**src/rtl/pc_fetch_unit.sv**
```systemverilog
// Instruction fetch stage: sequential PC, redirect/stall control, a sticky
// misalignment fault and a single-port-write instruction memory with registered read.
module pc_fetch_unit #(
    parameter logic [63:0] RESET_PC   = 64'h0000_0000_0000_0000,
    parameter int          IMEM_WORDS = 64,
    parameter int          AW         = $clog2(IMEM_WORDS)
) (
    input  logic          clk,
    input  logic          rst,
    input  logic          stall,
    input  logic          redirect_valid,
    input  logic [63:0]   redirect_pc,
    input  logic          imem_we,
    input  logic [AW-1:0] imem_waddr,
    input  logic [31:0]   imem_wdata,
    output logic [63:0]   pc_out,
    output logic [31:0]   instr,
    output logic          instr_valid,
    output logic          fault
);

    localparam logic [1:0] S_IDLE  = 2'd0;
    localparam logic [1:0] S_RUN   = 2'd1;
    localparam logic [1:0] S_FAULT = 2'd2;

    logic [31:0]   r_mem [IMEM_WORDS];
    logic [1:0]    r_state;
    logic [63:0]   r_fpc;
    logic [63:0]   r_pc_out;
    logic [31:0]   r_instr;
    logic          r_valid;
    logic          r_fault;
    logic [AW-1:0] w_fetch_idx;
    logic          w_misaligned;

    // Upper fetch-pointer bits are ignored so fetches wrap around the memory.
    assign w_fetch_idx  = r_fpc[AW+1:2];
    assign w_misaligned = (redirect_pc[1:0] != 2'b00);

    // Loader port stays live in every state, including reset; contents persist.
    always_ff @(posedge clk) begin
        if (imem_we) begin
            r_mem[imem_waddr] <= imem_wdata;
        end
    end

    always_ff @(posedge clk) begin
        if (rst) begin
            r_state  <= S_IDLE;
            r_fpc    <= RESET_PC;
            r_pc_out <= 64'd0;
            r_instr  <= 32'd0;
            r_valid  <= 1'b0;
            r_fault  <= 1'b0;
        end else begin
            case (r_state)
                S_IDLE: begin
                    r_state <= S_RUN;
                end
                S_RUN: begin
                    if (redirect_valid) begin
                        r_valid <= 1'b0;
                        if (w_misaligned) begin
                            r_state <= S_FAULT;
                            r_fault <= 1'b1;
                        end else begin
                            r_fpc <= redirect_pc;
                        end
                    end else if (!stall) begin
                        // Read sees the pre-write word when the loader hits the same index.
                        r_pc_out <= r_fpc;
                        r_instr  <= r_mem[w_fetch_idx];
                        r_valid  <= 1'b1;
                        r_fpc    <= r_fpc + 64'd4;
                    end
                end
                S_FAULT: begin
                    r_state <= S_FAULT;
                end
                default: begin
                    r_state <= S_IDLE;
                end
            endcase
        end
    end

    assign pc_out      = r_pc_out;
    assign instr       = r_instr;
    assign instr_valid = r_valid;
    assign fault       = r_fault;

endmodule

```
**config.mk**
```make
export PLATFORM = sky130hd
export DESIGN_NAME = pc_fetch_unit
export DESIGN_NICKNAME = d
export VERILOG_FILES = /design/src/rtl/pc_fetch_unit.sv
export SDC_FILE = /design/constraint.sdc
export NUM_CORES = 2
export LEC_CHECK = 0
export BUFFER_PORTS_ARGS = -buffer_cell sky130_fd_sc_hd__clkbuf_2
export CORE_MARGIN = 1.5
export CORE_UTILIZATION = 60
export DETAILED_ROUTE_END_ITERATION = 7
export HOLD_SLACK_MARGIN = 0.02
export PLACE_DENSITY_LB_ADDON = 0.1
export SYNTH_ARGS = -nofsm -noshare
export SYNTH_HDL_FRONTEND = slang
export SYNTH_SLANG_ARGS = --single-unit
```
**constraint.sdc**
```tcl
create_clock -name clk -period 5.1 [get_ports clk]
set_input_delay 1.53 -clock clk [delete_from_list [all_inputs] [get_ports clk]]
set_output_delay 1.53 -clock clk [all_outputs]
set_load 0.01 [all_outputs]
```
# [Yosys cells after proc, flatten, opt, wreduce, memory -nomap -nowiden]
# Memory sizes are Yosys's and may differ from the RTL's. A register that Yosys moved wholly into a read port is not among the register bits.
# Index checks and enable logic that the tools add are counted.
[totals] reg_bits=132 out_inout_bits=98 ram_bits=2048 n_memories=1 in_bits=107
[memory_table] memory="r_mem" depth=64 word_bits=32 read_ports=1 rd_clocked_by_memory_dff=1 wr=1 line_no="26" rtl="logic [31:0] r_mem [IMEM_WORDS];"
[classes] eq_ne=6 n_bitwise=2 n_mux=10 add_sub_neg=1 reduce_logical=7
[ops] operator="2-to-1 mux 64 bit" n=3
[ops] operator="adder 64 x 3 -> 64 bit, second input constant" n=1
[ops] operator="AND reduction 3 bit" n=3
[ops] operator="inequality test 2 bit, second input constant" n=3
[ops] operator="case mux 2 bit (3 select lines)" n=1
[ops] operator="2-to-1 mux 1 bit" n=4
[ops] operator="2-to-1 mux 2 bit" n=2
[ops] operator="AND reduction 2 bit" n=2
[ops] operator="equality test 2 x 1 -> 1 bit, second input constant" n=1
[ops] operator="equality test 2 bit, second input constant" n=1
[ops] operator="logical NOT 2 bit" n=1
[ops] operator="inequality test 2 x 1 -> 1 bit, second input constant" n=1
[ops] operator="inverter 1 bit" n=2
[ops] operator="nonzero test 2 bit" n=1

# [Depth between registers and ports, before layout]
[depth] ltp_word=4 depth_mapped=11 depth_no_buf=8

# [Worst setup path before layout]
# No wires, ideal clock.
[synth_path] path_type="input to register" from="input imem_waddr[5]" to="memory r_mem[37][0], enable pin" path_buffers=2 arrival_time_ns=3.727 required_time_ns=4.679 setup_time_ns=0.421 path_slack_ns=0.952 path_stages=4 cell_sequence="clkbuf_1 or3b_2 clkbuf_1 nor2_1"
[synth_rtl] item="start, declared" line_no="14" rtl="input logic [AW-1:0] imem_waddr,"
[synth_rtl] item="end, declared" line_no="26"
# No word-level cell before the write port.

==> key figures <==
Logic synthesis
  • Syn Inst Count: approximately 4400
  • Unique cell type count in the Yosys netlist: between 60 and 70
  • Fraction of registers with async set or reset after synthesis: 0%
  • EDFF count, synth: 2048
  • Register area share after synthesis: between 70% and 80%
  • Yosys top cell by area: edfxtp_1
  • Syn Nets: between 4000 and 5000
  • Mapped cell area: about 85000 um^2
  • Ys Warns: 0
  • Synthesis-stage register bit count: between 2000 and 2500
  • Area share of the largest cell type after synthesis: between 70% and 80%
  • Largest cells by area after synthesis: edfxtp_1 (72%), mux4_2 (12%), dfxtp_1 (3.8%)
  • Main synth FF type: edfxtp_1
  • Average size of a mapped cell: around 19 um^2
  • Most frequent cell after synthesis: edfxtp_1
  • Top cells by count, synth: edfxtp_1 (2048), mux4_2 (468), nand2_1 (257)

Timing
  • Worst-Margin Slew: ~1200 ps
  • Slew HR: between 20 and 25%
  • Hold WS: around 450 ps
  • Final WS setup: approximately 1500 ps
  • Final period util: between 70% and 80%
  • Setup TNS Final: 0 ps
  • Final setup violation count: 0
  • Fin. Hold Viols: 0
  • RSZ-0062 raised after global routing: no
  • Minimum clock period: 3590 ps
  • Max-slew violation count: 0
  • Fmax: around 0.28 GHz
  • Max Clock Skew: approximately 18 ps

CTS
  • Clock sink total: around 2200
  • Cts repair resizes: 0
  • Hold buffer count at CTS: 0
  • CTS root buf: clkbuf_16
  • Cts bufs inserted: 210
  • CTS tree: yes
  • Maximum buffer depth of the clock tree: 3
  • Insertion delay to the later sink of the worst-skew pair: approximately 840 ps
  • CTS clock-pin slew for the worst setup and hold paths: roughly 60 ps
  • Postcts setup bufs: 0
  • Htree depth: 4

Power and ir drop
  • Total power: about 40 mW
  • VDD IR-drop max: around 0.34 mV
  • Pwr/cell area: 412 nW/um^2
  • P_leak: 30.1 nW

Outcome
  • Status: finished clean

Worst setup path
  • Slowest cell on crit path: dfxtp_4
  • Cell family with most CP delay: compound AO/OA/AOI/OAI gates
  • Critical path class: reg -> reg
  • Crit path DAT: 4270 ps
  • Critical path cell sequence: buf_12 > mux4_2 > a22o_1 > a221o_1 > o21ai_0 > a21oi_1
  • Startpoint Class: register
  • CP Capture Type: register
  • WP buf/inv: 1
  • Required @ worst endpoint: 5780 ps
  • Worst path max stage delay: ~860 ps
  • Crit Path Max Fanout: 54

Final layout
  • Post-Layout Cell Count: roughly 7000
  • Flip-flop and latch area: between 60000 and 70000 um^2
  • Multi-input logic area: between 15000 and 20000 um^2
  • Share of cells above drive strength 1: 27.3%
  • Layout area overhead: 13.0%
  • Final nets: between 4000 and 5000
  • Fill cells: about 9000

Floorplan
  • Die Span Y: ~380 um
  • Chip width: 380 um
  • Die area: 145000 um^2
  • # IOs: slightly above 200
  • Initial core utilization: roughly three fifths
  • Core area: 141000 um^2
  • Rows: around 140

Placement
  • Post-Place Setup Slack: 1030 ps
  • Dpl hpwl: around 130000 um
  • Cell count after placement: around 6400
  • Port bufs: about 200
  • Placer Congestion: about 0.88

Global routing
  • First-pass GRT wire length: between 300000 and 400000 um
  • Pin count of the biggest net entering global routing: between 90 and 100
  • Global Route Usage Sum: between 20% and 30%
  • Vias in the first global route: roughly 44000
  • Initial antenna violation count: 12
  • Total grt overflow: 0

Detailed routing
  • Drc violations: 0
  • ANT nets after route: 0
  • DR vias/cell: ~6.6
  • TritonRoute pass-1 iters: 6
  • Initial DRC Count: roughly 5200
  • Met2 WL: slightly above 100000 um
  • Routed wl met3: about 18000 um
  • Via count: roughly 45000
  • WL final: approximately 210000 um
  • Max layer used: met5
  • Routed metal-1 wire length: approximately 84000 um
  • WL/cell: a little over 30 um

Min path
  • Worst Hold Class: reg -> reg

Job
  • Max_cap viols: 0
[through the flow]
stage | cell area (um^2) | util [%]
6_report | 96600 | 68.3
5_1_grt | 96600 | 68.3
4_1_cts | 96600 | 68.3
3_5_place_dp | 90000 | 63.6
3_3_place_gp | 90000 | 63.6
2_1_floorplan | 85500 | -
[layout by cell type, fill, tap and decap left out, drive strengths merged, types with 11 or more instances in the layout]
| cell type | n |
|---|---|
| edfxtp | 2048 |
| clkbuf | 477 |
| mux4 | 468 |
| nand2 | 258 |
| buf | 190 |
| a21oi | 172 |
| nor2 | 168 |
| dfxtp | 164 |
| o21ai | 123 |
| mux2i | 103 |
| mux2 | 94 |
| clkinv | 94 |
| o22ai | 76 |
| nand3 | 54 |
| a22oi | 46 |
| nor3 | 42 |
| a211oi | 31 |
| nor4 | 28 |
| a31oi | 24 |
| and3 | 24 |
| a22o | 19 |
| inv | 19 |
| a221oi | 18 |
| nand4 | 18 |
| a221o | 15 |
| o211ai | 15 |
| nor2b | 11 |
| o32ai | 11 |
| and4 | 11 |
| bufinv | 11 |
[where the power goes]
group	leakage, nW	switching, mW	internal, mW
clock	3.24	6.57	8.44
sequential	19.8	0.232	20.0
combinational	7.11	2.65	1.85
[worst paths after layout]
check | startpoint | end | slack, ps | cells after the start
worst max-delay path | r_fpc[2] | instr[26] | 1510 | 6
worst min-delay path | fault | fault | 450 | 2
worst max register to register | r_fpc[2] | instr[26] | 1510 | 6
worst min register to register | fault | fault | 450 | 2
[worst min-delay path: stages (launching register included)]
cell	delay [ps]
dfxtp_1	310
inv_1	50
a21oi_1	50
[routing by layer]
layer | up-vias | GRT usage (%)
li1 | 18800 | -
met1 | 23500 | 42.3
met2 | 2048 | 46.5
met3 | 300 | 5.40
met4 | 4 | 7.23
met5 | - | 0
[cell families after synthesis]
| group | after synthesis | synth area share (%) |
|---|---|---|
| flip-flops | 2212 | 75.8 |
| buffers and inverters | 279 | 1.47 |
| AO/OA/AOI/OAI | 589 | 4.33 |
| adder cells (fa/ha/maj) | 3 | 0.0439 |
| multiplexers | 665 | 14.8 |
| AND/OR/NAND/NOR | 660 | 3.60 |
[flip-flops by register name, indices dropped and copies added, names as in the netlist]
name and cells:
fault 1, r_state 2, instr_valid 1, r_fpc 64, pc_out 64, r_mem 2048
instr 32
[area by class of cell]
| cell class | count | share of cell area [%] |
|---|---|---|
| antenna | 1 | 0.00259 |
| clock buffer | 275 | 5.93 |
| clock inverter | 116 | 0.919 |
| inverter | 14 | 0.0557 |
| multi-input combinational | 1917 | 20.7 |
| sequential | 2212 | 67.1 |
| tap | 1890 | 2.45 |
| timing repair buffer | 392 | 2.90 |
(Power assumes the default switching activity.)
